===== src/rtl/gray_fifo_writer_if.sv =====
// Handshake bundle between the RGB source FIFO, the gray sink FIFO and the writer.
// master = writer side, slave = FIFO/bench side.
interface gray_fifo_writer_if;
  logic        in_rd_en;
  logic [23:0] in_dout;
  logic        in_empty;
  logic        out_wr_en;
  logic [7:0]  out_din;
  logic        out_full;
  logic        frame_done;

  modport master (
    output in_rd_en,
    input  in_dout,
    input  in_empty,
    output out_wr_en,
    output out_din,
    input  out_full,
    output frame_done
  );

  modport slave (
    input  in_rd_en,
    output in_dout,
    output in_empty,
    input  out_wr_en,
    input  out_din,
    output out_full,
    input  frame_done
  );
endinterface


===== src/rtl/gray_fifo_writer.sv =====
// RGB-to-luma FIFO bridge with raster tracking and end-of-frame pulse.
// One pixel in flight: pop in S_READ, push in S_WRITE.
module gray_fifo_writer #(
  parameter int IMG_WIDTH  = 720,
  parameter int IMG_HEIGHT = 540
) (
  input  logic               clock,
  input  logic               reset,
  gray_fifo_writer_if.master bus_if
);

  typedef enum logic {
    S_READ  = 1'b0,
    S_WRITE = 1'b1
  } state_t;

  localparam logic [12:0] XLast = 13'(IMG_WIDTH - 1);
  localparam logic [12:0] YLast = 13'(IMG_HEIGHT - 1);

  state_t      state_q, state_d;
  logic [12:0] x_q, x_d;
  logic [12:0] y_q, y_d;
  logic [7:0]  gray_q, gray_d;
  logic        last_q, last_d;

  logic [7:0]  r, g, b;
  logic [15:0] sum;
  logic        x_end, y_end;

  assign r = bus_if.in_dout[23:16];
  assign g = bus_if.in_dout[15:8];
  assign b = bus_if.in_dout[7:0];

  // Max 255*256 = 65280, so 16 bits never overflow.
  assign sum = 16'd77  * {8'd0, r}
             + 16'd150 * {8'd0, g}
             + 16'd29  * {8'd0, b};

  assign x_end = (x_q == XLast);
  assign y_end = (y_q == YLast);

  always_ff @(posedge clock or posedge reset) begin
    if (reset) begin
      state_q <= S_READ;
      x_q     <= '0;
      y_q     <= '0;
      gray_q  <= '0;
      last_q  <= 1'b0;
    end else begin
      state_q <= state_d;
      x_q     <= x_d;
      y_q     <= y_d;
      gray_q  <= gray_d;
      last_q  <= last_d;
    end
  end

  always_comb begin
    state_d           = state_q;
    x_d               = x_q;
    y_d               = y_q;
    gray_d            = gray_q;
    last_d            = last_q;
    bus_if.in_rd_en   = 1'b0;
    bus_if.out_wr_en  = 1'b0;
    bus_if.frame_done = 1'b0;
    case (state_q)
      S_READ: begin
        if (!reset && !bus_if.in_empty) begin
          bus_if.in_rd_en = 1'b1;
          gray_d          = sum[15:8];
          last_d          = x_end && y_end;
          x_d             = x_end ? '0 : x_q + 13'd1;
          if (x_end)
            y_d = y_end ? '0 : y_q + 13'd1;
          state_d = S_WRITE;
        end
      end
      S_WRITE: begin
        if (!reset && !bus_if.out_full) begin
          bus_if.out_wr_en  = 1'b1;
          bus_if.frame_done = last_q;
          state_d           = S_READ;
        end
      end
      default: state_d = S_READ;
    endcase
  end

  assign bus_if.out_din = gray_q;

endmodule

===== src/flat_wrapper.sv =====
// flat-port wrapper written by rule: the top's interface ports become plain ports
module gray_fifo_writer_flat 
#(
  parameter int IMG_WIDTH  = 720,
  parameter int IMG_HEIGHT = 540
)
  (clock, reset, bus_if_in_rd_en, bus_if_in_dout, bus_if_in_empty, bus_if_out_wr_en, bus_if_out_din, bus_if_out_full, bus_if_frame_done);
  gray_fifo_writer_if bus_if_i ();
  input  logic clock;
  input  logic reset;
  output wire logic [$bits(bus_if_i.in_rd_en)-1:0] bus_if_in_rd_en;
  input wire logic [$bits(bus_if_i.in_dout)-1:0] bus_if_in_dout;
  input wire logic [$bits(bus_if_i.in_empty)-1:0] bus_if_in_empty;
  output wire logic [$bits(bus_if_i.out_wr_en)-1:0] bus_if_out_wr_en;
  output wire logic [$bits(bus_if_i.out_din)-1:0] bus_if_out_din;
  input wire logic [$bits(bus_if_i.out_full)-1:0] bus_if_out_full;
  output wire logic [$bits(bus_if_i.frame_done)-1:0] bus_if_frame_done;
  assign bus_if_in_rd_en = bus_if_i.in_rd_en;
  assign bus_if_i.in_dout = bus_if_in_dout;
  assign bus_if_i.in_empty = bus_if_in_empty;
  assign bus_if_out_wr_en = bus_if_i.out_wr_en;
  assign bus_if_out_din = bus_if_i.out_din;
  assign bus_if_i.out_full = bus_if_out_full;
  assign bus_if_frame_done = bus_if_i.frame_done;
  gray_fifo_writer #(.IMG_WIDTH(IMG_WIDTH), .IMG_HEIGHT(IMG_HEIGHT)) u_core (.clock(clock), .reset(reset), .bus_if(bus_if_i));
endmodule

===== config.mk =====
export PLATFORM = sky130hd
export DESIGN_NAME = gray_fifo_writer_flat
export DESIGN_NICKNAME = d
export VERILOG_FILES = /design/src/rtl/gray_fifo_writer_if.sv /design/src/rtl/gray_fifo_writer.sv /design/src/flat_wrapper.sv
export SDC_FILE = /design/constraint.sdc
export NUM_CORES = 1
export LEC_CHECK = 0
export ABC_AREA = 1
export CELL_PAD_IN_SITES_DETAIL_PLACEMENT = 0
export CELL_PAD_IN_SITES_GLOBAL_PLACEMENT = 1
export CORE_MARGIN = 4
export CORE_UTILIZATION = 46
export DETAILED_ROUTE_END_ITERATION = 8
export GPL_TIMING_DRIVEN = 0
export PLACE_DENSITY = 0.83
export SLEW_MARGIN = 20
export SYNTH_ARGS = -nofsm -noshare
export SYNTH_HDL_FRONTEND = slang
export SYNTH_SLANG_ARGS = --single-unit

===== constraint.sdc =====
create_clock -name clock -period 2 [get_ports clock]
set_input_delay 0.2 -clock clock [delete_from_list [all_inputs] [get_ports clock]]
set_output_delay 0.2 -clock clock [all_outputs]
set_load 0.005 [all_outputs]

==> impl_metrics.py <==
metrics = {
    "run_status": {
        "outcome": "finished, violations left",
        "violations": "negative setup slack",
    },
    "synth": {
        "postSynthCellCount": 633,
        "synth_area_leaders": "fa_1 21%, ha_1 21%, dfrtp_1 17%",
        "ys_seq_area_share_pct": 17.39,
        "synthesis.area_mm2": 0.005180,
        "synth_largest_area_cell": "fa_1",
        "synth.avg_cell_area_um2": 8.183,
        "synth_top_area_share_pct": 21.26,
        "ys_ff_latch": 36,
        "syn-num-nets": 802,
        "ys_types": 32,
        "yosysWarnings": 0,
    },
    "layout": {
        "layout-drive-gt1-share_pct": 16.67,
        "layout_common_cells": "127 x inv_1, 105 x nand2_1, 72 x ha_1",
        "syn2layout_area_growth_pct": 24.90,
        "diodes": 0,
        "fin_util_pct": 59.16,
        "nFillCells": 962,
        "nNetsFinal": 864,
        "final_common_cell": "inv_1",
    },
    "timing": {
        "relSlewSlack_pct": 49.53,
        "fin_skew_ns": 0.006234,
        "worstMarginPinSlew_ns": 0.7560,
        "fin_ws_ns": -3.218,
        "fmax_mhz": 191.6,
        "min_period_ns": 5.218,
        "setup-violations-final": 8,
        "fin_crit_sh_pct": 260.9,
        "rsz0062_at_grt": "yes",
        "drv_slew": 0,
        "hold_violations": 0,
    },
    "routing": {
        "dr.pass1.iters": 4,
        "drtAntennaViolNets": 0,
        "vias_per_cell": 4.989,
        "routed_wl_um": 11070,
        "drc": 0,
        "wl_per_cell_um": 13.24,
        "dr_total_vias": 4171,
        "dr.first_iter.drc_count": 168,
    },
    "setup_path": {
        "path_max_fanout": 3,
        "timing.rr.start": "u_core.x_q[1]",
        "crit_required_ns": 2.17,
        "timing.critical_path.buf_inv": 7,
        "max_stage_delay_ns": 0.59,
        "cp-end-kind": "register",
        "crit_family": "adder cells",
        "startpoint": "bus_if_in_dout[11]",
        "startpoint_type": "primary input",
        "cp_slowest_cell": "fa_2",
        "arrival_ns": 5.39,
        "path_class": "in2reg",
    },
    "clocking": {
        "hold_buffers": 0,
        "cts_tree": "built",
        "cts.path.max_buffers": 2,
        "htree_levels": 2,
        "worstSkewPairLatency_ns": 0.28,
        "numCtsBuffers": 5,
        "root_buffer": "clkbuf_16",
        "clk_pin_slew_ns": 0.06,
        "cts.sink_count": 36,
    },
    "floorplan": {
        "die_w_um": 114.1,
        "initial_core_util_pct": 47.37,
        "row_count": 38,
        "dieArea_mm2": 0.01302,
        "core_mm2": 0.01094,
        "io_pins": 39,
        "die_h_um": 114.1,
    },
    "global_routing": {
        "busiest_layer": "met2",
        "grt_util_met2_pct": 31.46,
        "antenna_found_initial": 0,
        "grt_max_degree": 37,
        "grt_pass1_wl_um": 19930,
        "grt_pass1_vias": 4421,
        "grt.total_usage_pct": 18.71,
        "overflow": 0,
        "use_met3_pct": 1.903,
        "met1_usage_pct": 26.40,
    },
    "placement": {
        "hpwl_um": 9136,
        "numPortBuffers": 38,
        "gp_congestion": 0.8580,
    },
    "run": {
        "maxCapViolCount": 0,
    },
    "min_path": {
        "hp-class": "reg2reg",
        "min-delay-start": "u_core.x_q[11]",
    },
}
cells by family (layout without fill, tap and decap cells):
| family | count (synthesis) | in the layout | share of synthesized area, % |
|---|---|---|---|
| simple gates | 237 | 237 | 20.39 |
| compound gates | 45 | 45 | 4.734 |
| fa+ha+maj | 141 | 141 | 42.03 |
| xor+xnor | 28 | 28 | 4.734 |
| buf+inv | 146 | 209 | 10.72 |
| flops | 36 | 36 | 17.39 |
flip-flops by register name, summed over array words and instances (netlist names):
name,cells
u_core.y_q,13
u_core.x_q,13
u_core.bus_if.out_din,8
u_core.state_q,1
u_core.last_q,1
final cells by class:
cell class	instances	area (µm²)	share of cell area, %
clock inverters	1	30.03	0.4641
flip-flops and latches	36	900.9	13.92
repair buffers	55	541.8	8.374
well taps	140	175.2	2.707
plain buffers	3	28.78	0.4448
clock buffers	7	152.6	2.359
multi-input cells	451	4104	63.43
inverters	143	536.8	8.296
cell usage after synthesis:
master,count
o21ai_1,1
nand3b_1,2
nor2_1,40
nand2_1,120
inv_1,141
a211oi_1,1
nor4_1,3
inv_2,2
nor3_1,15
dfrtp_1,36
a21o_1,3
nand4_2,1
a21oi_1,18
o31ai_1,1
xnor2_1,8
ha_1,86
nand4_1,10
o21ai_0,17
buf_6,1
nor2_2,1
fa_1,55
xor2_1,20
nor3b_1,1
nand3_1,37
a31oi_1,3
or2_2,1
o2111ai_1,1
nor3_4,2
and2_1,2
clkbuf_1,2
nor3_2,1
nor2_4,1
metal layers:
metal / up-vias / part of all wire, %
li1: 2123 / -
met1: 1979 / 48
met2: 55 / 48
met3: 14 / 2.8
met4: 0 / 1.3
met5: - / 0
per-stage QoR:
step / setup WS [ns] / hold WS [ns] / area [µm²] / setup TNS [ns] / std cells
finish: -3.218 / 0.4774 / 6470 / -25.01 / 836
detailed placement: -4.082 / 0.4642 / 5917 / -31.86 / 811
global route: -3.400 / 0.5094 / 6470 / -26.30 / 836
floorplan: -3.108 / 0.3393 / 5361 / -23.94 / 633
global placement: -4.002 / 0.4605 / 5917 / -31.22 / 811
CTS: -3.142 / 0.4751 / 6360 / -24.28 / 834
worst paths after layout:
check / cells after the start / end / slack, ns
worst max-delay path: 28 / u_core.bus_if.out_din[6] / -3.22
worst min-delay path: 1 / u_core.x_q[11] / 0.48
worst max register to register: 8 / u_core.y_q[5] / 0.32
worst min register to register: 1 / u_core.x_q[11] / 0.48
max in group asynchronous: 2 / u_core.y_q[5] / 1.00
min in group asynchronous: 2 / u_core.last_q / 0.51
what timing repair did:
item / CTS / global route
buffers inserted: 15 / 2
endpoints found under the setup margin: 9 / 8
resized for setup: 72 / 25
pin swaps: 24 / 17
Power is not shown: default switching activity piles up to over one toggle a cycle in this logic, so the estimate is an artifact.
